`src/rtl/serial_command_issuer_if.sv`:
```
// rtl/serial_command_issuer_if.sv - command/payload, UART byte and response signals of the serial command issuer
interface serial_command_issuer_if;
  logic        cmd_valid;
  logic        cmd_ready;
  logic [31:0] cmd_code;
  logic [31:0] cmd_length;
  logic [31:0] cmd_resp_words;
  logic [31:0] payload_word;
  logic        payload_valid;
  logic        payload_ready;
  logic [7:0]  TX;
  logic        start_TX;
  logic        TX_ready;
  logic [7:0]  RX;
  logic        RX_ready;
  logic [31:0] resp_word;
  logic        resp_valid;
  logic        done;
  logic        timeout;
  logic        busy;

  modport master (
    output cmd_valid, cmd_code, cmd_length, cmd_resp_words, payload_word, payload_valid,
    output TX_ready, RX, RX_ready,
    input  cmd_ready, payload_ready, TX, start_TX, resp_word, resp_valid, done, timeout, busy
  );

  modport slave (
    input  cmd_valid, cmd_code, cmd_length, cmd_resp_words, payload_word, payload_valid,
    input  TX_ready, RX, RX_ready,
    output cmd_ready, payload_ready, TX, start_TX, resp_word, resp_valid, done, timeout, busy
  );
endinterface

```
`src/rtl/serial_command_issuer.sv`:
```
// rtl/serial_command_issuer.sv - serializes {length, command, payload} to a UART and collects response words
// Define SERIAL_ISSUER_TIMEOUT_EN to enable the inter-byte response timeout.
module serial_command_issuer #(
  parameter logic [31:0] TIMEOUT_CYCLES = 32'd1_000_000
) (
  input logic                    clk,
  input logic                    rst,
  serial_command_issuer_if.slave bus
);

  typedef enum logic [2:0] {
    S_IDLE,
    S_SEND_LEN,
    S_SEND_CMD,
    S_SEND_PAYLOAD,
    S_RECV
  } state_t;

  state_t      r_state;
  state_t      w_next;

  logic [31:0] r_cmd_code;
  logic [31:0] r_len;
  logic [31:0] r_resp_words;
  logic [31:0] r_shift;
  logic [31:0] r_pay_cnt;
  logic [31:0] r_resp_cnt;
  logic [23:0] r_word;
  logic [31:0] r_resp_word;
  logic [1:0]  r_byte_idx;
  logic [1:0]  r_rx_idx;
  logic [7:0]  r_tx;
  logic        r_full;
  logic        r_guard;
  logic        r_resp_valid;
  logic        r_done;

  logic        w_has_byte;
  logic        w_issue;
  logic        w_last_byte;
  logic        w_accept;
  logic        w_pay_take;
  logic        w_resp_last;
  logic        w_recv_active;
  logic        w_recv_done;
  logic        w_rx_take;
  logic        w_to_hit;

`ifdef SERIAL_ISSUER_TIMEOUT_EN
  logic [31:0] r_to_cnt;

  always_ff @(posedge clk) begin
    if (rst) begin
      r_to_cnt <= 32'd0;
    end else if (r_state != S_RECV || bus.RX_ready) begin
      r_to_cnt <= 32'd0;
    end else begin
      r_to_cnt <= r_to_cnt + 32'd1;
    end
  end

  // A word just delivered already reset the silence window, so it never collides with expiry.
  assign w_to_hit = !rst && w_recv_active && !r_resp_valid && !bus.RX_ready &&
                    (r_to_cnt == TIMEOUT_CYCLES - 32'd1);
`else
  assign w_to_hit = 1'b0;
`endif

  always_comb begin
    w_has_byte    = 1'b0;
    w_issue       = 1'b0;
    w_last_byte   = 1'b0;
    w_accept      = 1'b0;
    w_pay_take    = 1'b0;
    w_resp_last   = 1'b0;
    w_recv_active = 1'b0;
    w_recv_done   = 1'b0;
    w_rx_take     = 1'b0;
    w_next        = r_state;

    w_has_byte    = (r_state == S_SEND_LEN) || (r_state == S_SEND_CMD) ||
                    ((r_state == S_SEND_PAYLOAD) && r_full);
    w_issue       = !rst && w_has_byte && bus.TX_ready && !r_guard;
    w_last_byte   = w_issue && (r_byte_idx == 2'd3);
    w_accept      = (r_state == S_IDLE) && bus.cmd_valid;
    w_pay_take    = (r_state == S_SEND_PAYLOAD) && !r_full && bus.payload_valid;
    w_resp_last   = r_resp_valid && (r_resp_cnt == r_resp_words);
    w_recv_active = (r_state == S_RECV) && (r_resp_words != 32'd0) && !w_resp_last;
    w_recv_done   = (r_state == S_RECV) && ((r_resp_words == 32'd0) || w_resp_last);
    w_rx_take     = w_recv_active && bus.RX_ready;

    unique case (r_state)
      S_IDLE:         if (w_accept) w_next = S_SEND_LEN;
      S_SEND_LEN:     if (w_last_byte) w_next = S_SEND_CMD;
      S_SEND_CMD:     if (w_last_byte) w_next = (r_len != 32'd0) ? S_SEND_PAYLOAD : S_RECV;
      S_SEND_PAYLOAD: if (w_last_byte && (r_pay_cnt + 32'd1 == r_len)) w_next = S_RECV;
      S_RECV:         if (w_recv_done || w_to_hit) w_next = S_IDLE;
      default:        w_next = S_IDLE;
    endcase
  end

  always_ff @(posedge clk) begin
    if (rst) begin
      r_state <= S_IDLE;
    end else begin
      r_state <= w_next;
    end
  end

  always_ff @(posedge clk) begin
    if (rst) begin
      r_cmd_code   <= 32'd0;
      r_len        <= 32'd0;
      r_resp_words <= 32'd0;
      r_shift      <= 32'd0;
      r_pay_cnt    <= 32'd0;
      r_resp_cnt   <= 32'd0;
      r_word       <= 24'd0;
      r_resp_word  <= 32'd0;
      r_byte_idx   <= 2'd0;
      r_rx_idx     <= 2'd0;
      r_tx         <= 8'h00;
      r_full       <= 1'b0;
      r_guard      <= 1'b0;
      r_resp_valid <= 1'b0;
      r_done       <= 1'b0;
    end else begin
      r_resp_valid <= 1'b0;
      r_done       <= w_recv_done;

      if (w_accept) begin
        r_cmd_code   <= bus.cmd_code;
        r_len        <= bus.cmd_length;
        r_resp_words <= bus.cmd_resp_words;
        r_shift      <= bus.cmd_length;
        r_byte_idx   <= 2'd0;
        r_pay_cnt    <= 32'd0;
        r_resp_cnt   <= 32'd0;
        r_rx_idx     <= 2'd0;
        r_full       <= 1'b0;
      end

      // Guard blocks re-issue until the UART has visibly taken the byte.
      if (w_issue) begin
        r_tx       <= r_shift[31:24];
        r_shift    <= {r_shift[23:0], 8'h00};
        r_byte_idx <= r_byte_idx + 2'd1;
        r_guard    <= 1'b1;
      end else if (!bus.TX_ready) begin
        r_guard    <= 1'b0;
      end

      if (w_last_byte) begin
        unique case (r_state)
          S_SEND_LEN: r_shift <= r_cmd_code;
          S_SEND_PAYLOAD: begin
            r_full    <= 1'b0;
            r_pay_cnt <= r_pay_cnt + 32'd1;
          end
          default: ;
        endcase
      end

      if (w_pay_take) begin
        r_shift <= bus.payload_word;
        r_full  <= 1'b1;
      end

      if (w_rx_take) begin
        r_word   <= {r_word[15:0], bus.RX};
        r_rx_idx <= r_rx_idx + 2'd1;
        if (r_rx_idx == 2'd3) begin
          r_resp_word  <= {r_word, bus.RX};
          r_resp_valid <= 1'b1;
          r_resp_cnt   <= r_resp_cnt + 32'd1;
        end
      end

      if (w_to_hit) begin
        r_rx_idx <= 2'd0;
      end
    end
  end

  assign bus.cmd_ready     = (r_state == S_IDLE);
  assign bus.payload_ready = (r_state == S_SEND_PAYLOAD) && !r_full;
  assign bus.start_TX      = w_issue;
  assign bus.TX            = w_issue ? r_shift[31:24] : r_tx;
  assign bus.resp_word     = r_resp_word;
  assign bus.resp_valid    = r_resp_valid;
  assign bus.done          = r_done || w_to_hit;
  assign bus.timeout       = w_to_hit;
  assign bus.busy          = (r_state != S_IDLE);

endmodule

```
`src/flat_wrapper.sv`:
```
// flat-port wrapper written by rule: the top's interface ports become plain ports
module serial_command_issuer_flat 
#(
  parameter logic [31:0] TIMEOUT_CYCLES = 32'd1_000_000
)
  (clk, rst, bus_cmd_valid, bus_cmd_code, bus_cmd_length, bus_cmd_resp_words, bus_payload_word, bus_payload_valid, bus_TX_ready, bus_RX, bus_RX_ready, bus_cmd_ready, bus_payload_ready, bus_TX, bus_start_TX, bus_resp_word, bus_resp_valid, bus_done, bus_timeout, bus_busy);
  serial_command_issuer_if bus_i ();
  input logic clk;
  input logic rst;
  input wire logic [$bits(bus_i.cmd_valid)-1:0] bus_cmd_valid;
  input wire logic [$bits(bus_i.cmd_code)-1:0] bus_cmd_code;
  input wire logic [$bits(bus_i.cmd_length)-1:0] bus_cmd_length;
  input wire logic [$bits(bus_i.cmd_resp_words)-1:0] bus_cmd_resp_words;
  input wire logic [$bits(bus_i.payload_word)-1:0] bus_payload_word;
  input wire logic [$bits(bus_i.payload_valid)-1:0] bus_payload_valid;
  input wire logic [$bits(bus_i.TX_ready)-1:0] bus_TX_ready;
  input wire logic [$bits(bus_i.RX)-1:0] bus_RX;
  input wire logic [$bits(bus_i.RX_ready)-1:0] bus_RX_ready;
  output wire logic [$bits(bus_i.cmd_ready)-1:0] bus_cmd_ready;
  output wire logic [$bits(bus_i.payload_ready)-1:0] bus_payload_ready;
  output wire logic [$bits(bus_i.TX)-1:0] bus_TX;
  output wire logic [$bits(bus_i.start_TX)-1:0] bus_start_TX;
  output wire logic [$bits(bus_i.resp_word)-1:0] bus_resp_word;
  output wire logic [$bits(bus_i.resp_valid)-1:0] bus_resp_valid;
  output wire logic [$bits(bus_i.done)-1:0] bus_done;
  output wire logic [$bits(bus_i.timeout)-1:0] bus_timeout;
  output wire logic [$bits(bus_i.busy)-1:0] bus_busy;
  assign bus_i.cmd_valid = bus_cmd_valid;
  assign bus_i.cmd_code = bus_cmd_code;
  assign bus_i.cmd_length = bus_cmd_length;
  assign bus_i.cmd_resp_words = bus_cmd_resp_words;
  assign bus_i.payload_word = bus_payload_word;
  assign bus_i.payload_valid = bus_payload_valid;
  assign bus_i.TX_ready = bus_TX_ready;
  assign bus_i.RX = bus_RX;
  assign bus_i.RX_ready = bus_RX_ready;
  assign bus_cmd_ready = bus_i.cmd_ready;
  assign bus_payload_ready = bus_i.payload_ready;
  assign bus_TX = bus_i.TX;
  assign bus_start_TX = bus_i.start_TX;
  assign bus_resp_word = bus_i.resp_word;
  assign bus_resp_valid = bus_i.resp_valid;
  assign bus_done = bus_i.done;
  assign bus_timeout = bus_i.timeout;
  assign bus_busy = bus_i.busy;
  serial_command_issuer #(.TIMEOUT_CYCLES(TIMEOUT_CYCLES)) u_core (.clk(clk), .rst(rst), .bus(bus_i));
endmodule
```
`config.mk`:
```
export PLATFORM = sky130hd
export DESIGN_NAME = serial_command_issuer_flat
export DESIGN_NICKNAME = d
export VERILOG_FILES = /design/src/rtl/serial_command_issuer_if.sv /design/src/rtl/serial_command_issuer.sv /design/src/flat_wrapper.sv
export SDC_FILE = /design/constraint.sdc
export NUM_CORES = 1
export LEC_CHECK = 0
export ABC_AREA = 1
export CAP_MARGIN = 15
export CORE_MARGIN = 2
export CORE_UTILIZATION = 45
export DETAILED_ROUTE_END_ITERATION = 8
export DONT_BUFFER_PORTS = 1
export PLACE_DENSITY = 0.58
export SYNTH_ARGS = -nofsm -noshare
export SYNTH_HDL_FRONTEND = slang
export SYNTH_SLANG_ARGS = --single-unit
```
`constraint.sdc`:
```
create_clock -name clk -period 4.04 [get_ports clk]
set_input_delay 0 -clock clk [delete_from_list [all_inputs] [get_ports clk]]
set_output_delay 0 -clock clk [all_outputs]
set_load 0.01 [all_outputs]
```
== After elaboration in Yosys (flattened, before gate mapping) ==
Index checks and enable logic that the tools add are counted.

* Bits in registers: 267
* Output and inout bits: 47
* Logic and storage cells: 95

* $add $sub $neg: 4
* Equal/unequal tests: 14
* Multiplexer cells: 29
* Bitwise gates (word level): 1
* Reduce and logical (&&, ||, !) cells: 31

{| class="wikitable"
|+ Operators with widths
! operator !! number
|-
| 32-bit two-way mux || 11
|-
| 32-bit by 1-bit adder with 32-bit output, second input constant || 2
|-
| 32-bit == test || 2
|-
| 32-bit nonzero test || 2
|-
| 32-bit logical NOT || 1
|-
| 3-bit two-way mux || 6
|-
| 3-bit case mux with 5 select lines || 1
|-
| 1-bit logical AND || 14
|-
| 2-bit by 1-bit inequality test with 1-bit output, second input constant || 6
|-
| 8-bit two-way mux || 1
|-
| 1-bit two-way mux || 7
|-
| 3-bit by 2-bit == test with 1-bit output, second input constant || 2
|-
| 2-bit two-way mux || 3
|-
| 5-bit AND reduction || 1
|-
| 2-bit by 1-bit adder with 2-bit output, second input constant || 2
|-
| 2-bit == test, second input constant || 2
|-
| 1-bit logical NOT || 4
|-
| 2-bit nonzero test || 2
|-
| 3-bit by 1-bit == test with 1-bit output, second input constant || 1
|-
| 3-bit == test, second input constant || 1
|-
| 3-bit logical NOT || 1
|-
| 1-bit logical OR || 3
|-
| 3-bit nonzero test || 1
|-
| 2-bit AND reduction || 1
|-
| other kinds (2) || 2
|}

== Longest topological paths before layout ==
Gate-level depths: netlist of the first run.

* Word-level depth: 10
* Gate-level depth with buffers: 20
* Gate-level depth less buffers: 20

== Worst setup path after synthesis of the first run ==
Ideal clock, no wire load.

* Kind: reg-to-reg
* Start: reg u_core.r_pay_cnt[0]
* End: reg u_core.r_state[0]
* Library setup time: 0.115 ns
* Arrival time: 1.896 ns
* Required time: 3.925 ns
* Setup slack: 2.029 ns
* Stages on the path, launching flop included: 19
* Buffers on the path: 0
* Clock period less this slack: 2.011 ns
* Path through: dfxtp_1 ha_1 nand2_2 nor2_8 nand2_4 nor2_4 nand2_1 nand2_1 nand2_1 nand2_1 nand2_1 nor2_1 nand2_1 nor2_1 nand3_1 nand2_2 nand3_1 nand2_1 nor2_1

* Word-level cells in the longest chain between the ends: 5

{| class="wikitable"
|+ RTL lines
! what !! line !! source
|-
| start, declared || serial_command_issuer.sv:26 || <nowiki>logic [31:0] r_pay_cnt;</nowiki>
|-
| start signal, assigned || serial_command_issuer.sv:158 || <nowiki>r_pay_cnt <= r_pay_cnt + 32'd1;</nowiki>
|-
| 32-bit by 1-bit adder with 32-bit output || serial_command_issuer.sv:96 || <nowiki>S_SEND_PAYLOAD: if (w_last_byte && (r_pay_cnt + 32'd1 == r_len)) w_next = S_RECV;</nowiki>
|-
| 32-bit == test || serial_command_issuer.sv:96 ||
|-
| 1-bit logical AND || serial_command_issuer.sv:96 ||
|-
| 2-bit by 1-bit inequality test with 1-bit output (no line) || - ||
|-
| 5-bit AND reduction (no line) || - ||
|-
| end signal, assigned || serial_command_issuer.sv:106 || <nowiki>r_state <= w_next;</nowiki>
|-
| end, declared || serial_command_issuer.sv:19 || <nowiki>state_t r_state;</nowiki>
|}

No other way between the ends.
A chain may end at the register's enable or synchronous reset.

== Final worst setup path of the first run ==
* Start: reg u_core.r_resp_cnt[17]
* End: reg u_core.r_resp_word[12] (netlist: u_core.bus.resp_word[12])

* Word-level cells in the longest chain between the ends: 6

{| class="wikitable"
|+ RTL lines
! what !! line !! source
|-
| start, declared || serial_command_issuer.sv:27 || <nowiki>logic [31:0] r_resp_cnt;</nowiki>
|-
| start signal, assigned || serial_command_issuer.sv:175 || <nowiki>r_resp_cnt <= r_resp_cnt + 32'd1;</nowiki>
|-
| 32-bit == test || serial_command_issuer.sv:87 || <nowiki>w_resp_last = r_resp_valid && (r_resp_cnt == r_resp_words);</nowiki>
|-
| 1-bit logical AND || serial_command_issuer.sv:87 ||
|-
| 1-bit logical NOT || serial_command_issuer.sv:88 || <nowiki>w_recv_active = (r_state == S_RECV) && (r_resp_words != 32'd0) && !w_resp_last;</nowiki>
|-
| 1-bit logical AND || serial_command_issuer.sv:88 ||
|-
| 1-bit logical AND || serial_command_issuer.sv:90 || <nowiki>w_rx_take = w_recv_active && bus.RX_ready;</nowiki>
|-
| 2-bit AND reduction (no line) || - ||
|-
| end signal, assigned || serial_command_issuer.sv:173 || <nowiki>r_resp_word <= {r_word, bus.RX};</nowiki>
|-
| end, declared || serial_command_issuer.sv:29 || <nowiki>logic [31:0] r_resp_word;</nowiki>
|}

No other way between the ends.

==> metrics.md, run 1 <==
| Metric | Value |
|---|---|
| Outcome | `finished, final reports clean` |
| Period minus WS final | `about 3.2 ns` |
| Internal reg-to-reg setup slack | `approximately 0.88 ns` |
| Drt via density | `~5.4` |
| WHS | `~0.037 ns` |
| Post CTS Setup Buffer Count | `0` |
| Min-delay src | `bus_cmd_valid` |
| Critical Path Source | `u_core.r_resp_cnt[17]$_SDFF_PP0_` |
| Tot GR Track Use | `about 27%` |
| Die W | `around 180 microns` |
| Setup tns final | `0 ns` |
| Seq. cell area | `0.00535 sq mm` |
| Rel. slew slack | `roughly 26%` |
| Max Cap Violations | `0` |
| Netlist cell types | `43` |
| Syn_nets | `roughly 2100` |
| Slowest stage cell on the critical path | `nor2_4` |
| Wire per inst | `between 15 and 20 microns` |
| Leakage | `roughly 6.2 nW` |
| Worst path arrival time | `3.65 ns` |
| Worst-path clk slew | `roughly 0.060 ns` |
| Crit end category | `flip-flop` |
| Initial antenna violation count | `1` |
| GR Overflow Total | `0` |
| Unrepaired setup endpoints after global routing | `no` |
| Top Ports | `between 150 and 200` |
| Total power | `about 0.0079 W` |
| Share of layout cells above drive strength 1 | `between 4 and 5%` |
| CP delay by family, top | `simple AND/OR/NAND/NOR gates` |
| Post-DP HPWL | `about 30000 microns` |
| Tcrit/Tclk final | `78.1%` |
| Number of global-route vias before repair | `roughly 13000` |
| Largest stage delay, worst path | `0.84 ns` |
| CP cell instances | `inv_1, nor2_1, nor4_1, nand2_1, nor2_1, nand3_1, nand2_1, nor2_4, nand2_2, inv_2, nand2_2, o21ai_0` |
| DRC | `0` |
| Clk sinks | `between 200 and 300` |
| Pwr per Cell Area | `491 mW/mm^2` |
| Placer Congestion | `roughly 0.87` |
| Critical Path RT | `roughly 4.5 ns` |
| Worst slew pin tran | `approximately 1.1 ns` |
| Hold Violations, Final | `0` |
| Peak Freq | `around 0.32 GHz` |
| DP Area | `between 0.01 and 0.015 sq mm` |
| CTS tree | `built` |
| Deepest clock path buffer count | `3` |
| PortBufs | `0` |
| First-pass GRT wire length | `around 68000 microns` |
| Crit-path max FO | `52` |
| Max VDD drop | `between 0.3 and 0.4 mV` |
| DIE HEIGHT | `176 microns` |
| #FFs+latches synth | `roughly 270` |
| Clk Latency, worst-skew pair | `about 0.58 ns` |
| Drt first-iter violations | `slightly above 900` |
| Starting Density | `45.4%` |
| FF-to-FF path depth | `12` |
| Vias | `between 10000 and 15000` |
| Final Skew | `approximately 0.016 ns` |
| TritonCTS buffer count | `30` |
| Kind of critical path | `flip-flop to flip-flop` |
| CP bufs+invs | `2` |
| Setup violators final | `0` |
| Mean Syn Cell Area | `approximately 6.7 sq um` |
| TritonRoute pass-1 iters | `7` |
| Final Cell Area | `between 0.015 and 0.02 sq mm` |
| Mapped Cells | `roughly 2000` |
| Core area | `0.0295 sq mm` |
| H-tree depth | `1` |
| Area of the mapped netlist | `between 0.01 and 0.015 sq mm` |
| Seq/Total Area, Yosys | `between 30% and 40%` |
| Critical Path Source Type | `flip-flop` |
| Area taken by multi-input logic gates | `just under 0.007 sq mm` |
| Worst hold path cell count | `4` |
| Yosys warning count | `0` |
| Total Wirelength | `around 44000 microns` |
| Final #Nets | `2226` |
| Crit. path cell count | `12` |
| Class of the worst hold path | `input port to flip-flop` |
| Synth-to-layout area growth | `20.5%` |
| Rows | `between 60 and 70` |
| Crit path to | `u_core.bus.resp_word[12]$_SDFFE_PP0P_` |
| Max Slew Vio Count | `0` |
| CTS root buffer | `clkbuf_16` |
| Die area | `~0.031 sq mm` |
| Largest net degree at the start of global routing | `just under 100` |
| FF-to-FF Start | `u_core.r_resp_cnt[17]$_SDFF_PP0_` |
| Antenna Violating Nets Remaining | `0` |
| Layout fillers | `approximately 2900` |
| Reg2reg end | `u_core.bus.resp_word[12]$_SDFFE_PP0P_` |
[flip-flops by register name, summed over array words and instances (netlist names), 3 cells and up]
name and cells:
u_core.r_tx 8, u_core.r_state 3, u_core.r_pay_cnt 32, u_core.r_len 32
u_core.r_word 24, u_core.r_resp_words 32, u_core.r_resp_cnt 32, u_core.r_shift 32
u_core.r_cmd_code 32, u_core.bus.resp_word 32
[kinds of logic (layout without fill, tap and decap cells)]
logic type      Yosys count  after routing  share of synthesized area (%)
flops                   267            267                           39.9
fa+ha+maj                 4              4                          0.374
other cells               1              2                         0.0280
buf+inv                 331            446                           9.54
compound gates          460            460                           18.5
xor+xnor                 37             37                           2.42
simple gates            885            885                           29.2
[cells in the final DEF, fill, tap and decap left out, drive strengths merged, types with 29 or more instances in the layout]
master / instances
a21oi: 162
clkbuf: 49
dfxtp: 267
dlygate4sd3: 158
inv: 223
nand2: 449
nand3: 152
nand4: 34
nor2: 189
o21ai: 219
o22ai: 31
xor2: 29
[worst reg2reg max path, cell delays in order (launching register included)]
cell and delay, ns:
dfxtp_1 0.48, inv_1 0.14, nor2_1 0.11, nor4_1 0.07, nand2_1 0.07, nor2_1 0.05
nand3_1 0.09, nand2_1 0.11, nor2_4 0.84, nand2_2 0.11, inv_2 0.41, nand2_2 0.33
o21ai_0 0.27
[cell usage after synthesis, drive strengths merged]
master  number  share of area, %
nand2      449                13
dfxtp      267                40
inv        223               6.3
o21ai      219               8.2
nor2       189               6.1
a21oi      162               6.1
nand3      152               5.8
clkbuf      78               2.2
nand4       34               1.6
o22ai       31               1.4
buf         29               1.0
xor2        29               1.9
nor3        25               1.0
nor4        22               1.0
o211ai      16              0.90
o31ai        9              0.50
or2          9              0.42
a41oi        8              0.52
o221ai       8              0.52
xnor2        8              0.52
a31oi        4              0.19
ha           4              0.37
nand3b       4              0.22
a211oi       1             0.056
and2         1             0.047
clkinv       1             0.028
conb         1             0.028
o21bai       1             0.056
o41ai        1             0.065
[worst min-delay path by stage]
stage                                   endpoint  slack [ns]
2_1_floorplan  u_core.r_cmd_code[0]$_SDFFE_PP0P_        0.13
3_3_place_gp      u_core.r_pay_cnt[6]$_SDFF_PP0_        0.09
3_5_place_dp      u_core.r_pay_cnt[6]$_SDFF_PP0_        0.09
4_1_cts            u_core.r_len[13]$_SDFFE_PP0P_       0.007
5_1_grt            u_core.r_len[30]$_SDFFE_PP0P_        0.03
6_report           u_core.r_len[30]$_SDFFE_PP0P_        0.04
[layout make-up]
cell class	count	share of cell area (%)
clock inverter	3	0.403
sequential	267	33.1
timing repair buffer	170	10.5
multi-input combinational	1387	42.0
inverter	224	5.24
clock buffer	49	5.66
tap	390	3.03
antenna	1	0.0155
[power by group]
part	internal (W)	switching, W	total, W
registers	0.00304	0.000246	0.00329
clock network	0.00159	0.00110	0.00269
logic	0.000663	0.00128	0.00194
total	0.00530	0.00262	0.00792
[per-layer routing]
| layer | vias up | global-route usage [%] | part of all wire (%) |
|---|---|---|---|
| met3 | 81 | 3.88 | 5.4 |
| met1 | 6295 | 34.1 | 43 |
| li1 | 6750 | - | - |
| met2 | 410 | 48.3 | 49 |
| met5 | - | 0 | 0 |
| met4 | 0 | 9.16 | 3.0 |
[through the flow]
step                setup slack (ns)  utilization (%)  instances
detailed placement             0.873             45.9       2279
CTS                            0.857             54.7       2490
finish                         0.883             54.7       2491
global route                   0.477             54.7       2491
floorplan                       2.03                -       1985
global placement                1.03             45.9       2279
[what timing repair did]
action	in CTS	in global routing
hold buffers	159	0
gates resized for setup	0	0
hold endpoints to repair	211	0
endpoints found under the setup margin	0	0
Power figures use the tool's default switching activity.
==> inputs of run 2 (changes only) <==
Clock period 4.04 ns to 3 ns, I/O delays scaled along.
==> run 2 against run 1 <==
Effect of this change:
- clock-buffer cell count down 7
- via count down 0.86%
- first-iteration DRC count up 2.0%
- clock power up 42%
- highest routed layer unchanged
- critical endpoint is now bus_TX[3]
- wire length down 1.4%
- power up 37%
- worst hold slack better by 0.012 ns
==> metrics.md, run 2 (synthesis results as in run 1) <==
| Metric | Value |
|---|---|
| Seq pwr share | `40.7% (-0.8 points)` |
| Number of global-route vias before repair | `12600 (-0.90%)` |
| Logic gate share of total power | `24.1% (-0.4 points)` |
| Worst hold path cell count | `6 (+2)` |
| Commonest non-fill, non-tap cell in the layout | `nand2_1` |
| Max VDD drop | `0.555 mV (+79%)` |
| Worst-path clk slew | `0.06 ns (about the same)` |
| Layout fillers | `2923 (+1.4%)` |
| CTS tree | `built` |
| FF-to-FF path depth | `14 (+2)` |
| FF-to-FF Start | `u_core.r_resp_cnt[18]$_SDFF_PP0_` |
| TritonRoute pass-1 iters | `5 (-2)` |
| Class of the worst hold path | `input port to flip-flop` |
| Peak Freq | `between 0.3 and 0.4 GHz` |
| Largest net degree at the start of global routing | `135 (+36%)` |
| Most frequent cells in the layout | `436 x nand2_1, 267 x dfxtp_1, 215 x o21ai_0` |
| Setup tns final | `0 ns (unchanged)` |
| Tcrit/Tclk final | `between 90 and 100%` |
| Top Ports | `189 (unchanged)` |
| Placer Congestion | `0.915 (+4.6%)` |
| Worst path arrival time | `2.79 ns (-0.86 ns)` |
| Seq. cell area | `0.00535 sq mm (unchanged)` |
| Final Cell Area | `0.0161 sq mm (about the same)` |
| Unrepaired setup endpoints after global routing | `no` |
| Clk Latency, worst-skew pair | `0.58 ns (about the same)` |
| Clk sinks | `267 (unchanged)` |
| Drt first-iter violations | `930 (+2.0%)` |
| Die W | `176 microns (unchanged)` |
| Die area | `0.0311 sq mm (unchanged)` |
| PortBufs | `0 (unchanged)` |
| Area taken by multi-input logic gates | `0.00678 sq mm (unchanged)` |
| Min-delay src | `bus_RX_ready` |
| Antenna Violating Nets Remaining | `0 (unchanged)` |
| Final #Nets | `2220 (-0.27%)` |
| Crit-path max FO | `45 (-13%)` |
| Setup violators final | `0 (unchanged)` |
| Outcome | `finished, final reports clean` |
| Rel. slew slack | `28.1% (+2.5 points)` |
| Starting Density | `45.4% (unchanged)` |
| Hold Violations, Final | `0 (unchanged)` |
| Clock share of power | `35.3% (+1.3 points)` |
| DIE HEIGHT | `176 microns (unchanged)` |
| Critical Path Source Type | `flip-flop` |
| DRC | `0 (unchanged)` |
| GR Overflow Total | `0 (unchanged)` |
| DP Area | `0.0136 sq mm (+0.63%)` |
| Leakage | `6.23 nW (+0.68%)` |
| Tot GR Track Use | `26.7% (-0.62 points)` |
| Switch share | `32.7% (-0.41 points)` |
| CTS root buffer | `clkbuf_16` |
| Pwr per Cell Area | `672 mW/mm^2 (+37%)` |
| First-pass GRT wire length | `66500 microns (-2.3%)` |
| Post-DP HPWL | `29300 microns (-1.6%)` |
| Max Slew Vio Count | `0 (unchanged)` |
| TritonCTS buffer count | `30 (unchanged)` |
| Final Skew | `0.0266 ns (+0.0109 ns)` |
| Critical Path Source | `u_core.r_state[1]$_SDFFE_PP0P_` |
| Share of layout cells above drive strength 1 | `5.64% (+0.69 points)` |
| H-tree depth | `1 (unchanged)` |
| Total power | `0.0108 W (+37%)` |
| Wire per inst | `17.4 microns (-1.1%)` |
| Kind of critical path | `flip-flop to primary output` |
| Synth-to-layout area growth | `20.5% (about the same)` |
| Total Wirelength | `43200 microns (-1.4%)` |
| Initial antenna violation count | `0 (-1)` |
| Worst slew pin tran | `1.08 ns (-0.0331 ns)` |
| Sw Pwr | `0.00354 W (+35%)` |
| Rows | `63 (unchanged)` |
| Drt via density | `5.40 (-0.58%)` |
| Max Cap Violations | `0 (unchanged)` |
| Crit end category | `primary output` |
| Period minus WS final | `about 2.8 ns` |
| Vias | `13400 (-0.86%)` |
| Deepest clock path buffer count | `3 (unchanged)` |
| Critical Path RT | `3.00 ns (-1.53 ns)` |
| Core occupancy in the finished layout | `54.7% (about the same)` |
| Core area | `0.0295 sq mm (unchanged)` |
| Post CTS Setup Buffer Count | `0 (unchanged)` |
| Cell-internal power | `0.00729 W (+38%)` |
==> run 2: stage by stage <==
step                      instances  setup WS (ns)  hold WS [ns]
after global placement         2287          0.484        0.0786
after floorplan                1985          0.989         0.135
after CTS                      2481        0.00549        0.0338
final                          2484          0.207        0.0487
after detailed placement       2287          0.429        0.0801
after global routing           2483         0.0224        0.0895
==> run 2: critical path, stage by stage (launching register included) <==
cell and delay, ns:
dfxtp_1 0.41, inv_1 0.09, nand3_1 0.18, nand3_1 0.14, nand2_1 0.12, clkbuf_8 0.32
clkinvlp_2 0.37, or2_2 0.36, o21ai_0 0.10, inv_1 0.12
==> run 2: final cells by class <==
| cell class | count | share of cell area, % |
|---|---|---|
| multi-input combinational | 1387 | 42.0 |
| sequential | 267 | 33.1 |
| timing repair buffer | 162 | 10.1 |
| clock inverter | 9 | 1.05 |
| tap | 390 | 3.03 |
| antenna | 1 | 0.0155 |
| inverter | 224 | 5.27 |
| timing repair inverter | 2 | 0.0621 |
| clock buffer | 42 | 5.31 |
==> run 2: what timing repair did <==
item / CTS / global route
setup endpoints to repair: 0 / 9
hold buffers: 143 / 0
resized for setup: 0 / 5
endpoints found under the hold margin: 212 / 0
==> run 2: worst paths after layout <==
check,endpoint,slack [ns]
setup / recovery,bus_TX[3],0.21
hold / removal,u_core.bus.resp_word[30]$_SDFFE_PP0P_,0.05
setup reg to reg,u_core.bus.resp_word[3]$_SDFFE_PP0P_,0.28
hold reg to reg,u_core.r_cmd_code[25]$_SDFFE_PP0P_,0.45
==> run 2: metal layers <==
| metal | track usage (%) | share of wire [%] | vias up |
|---|---|---|---|
| li1 | - | - | 6725 |
| met1 | 33.4 | 42 | 6215 |
| met2 | 46.3 | 49 | 407 |
| met3 | 3.85 | 5.9 | 72 |
| met4 | 10.6 | 3.3 | 0 |
| met5 | 0 | 0 | - |
==> run 2: power groups by stage <==
stage                     Sequential (W)  Clock [W]  Combinational, W
after floorplan                  0.00438          0           0.00174
after global placement           0.00447          0           0.00236
after detailed placement         0.00447          0           0.00239
after CTS                        0.00440    0.00388           0.00258
after global routing             0.00446    0.00404           0.00289
final                            0.00441    0.00382           0.00261
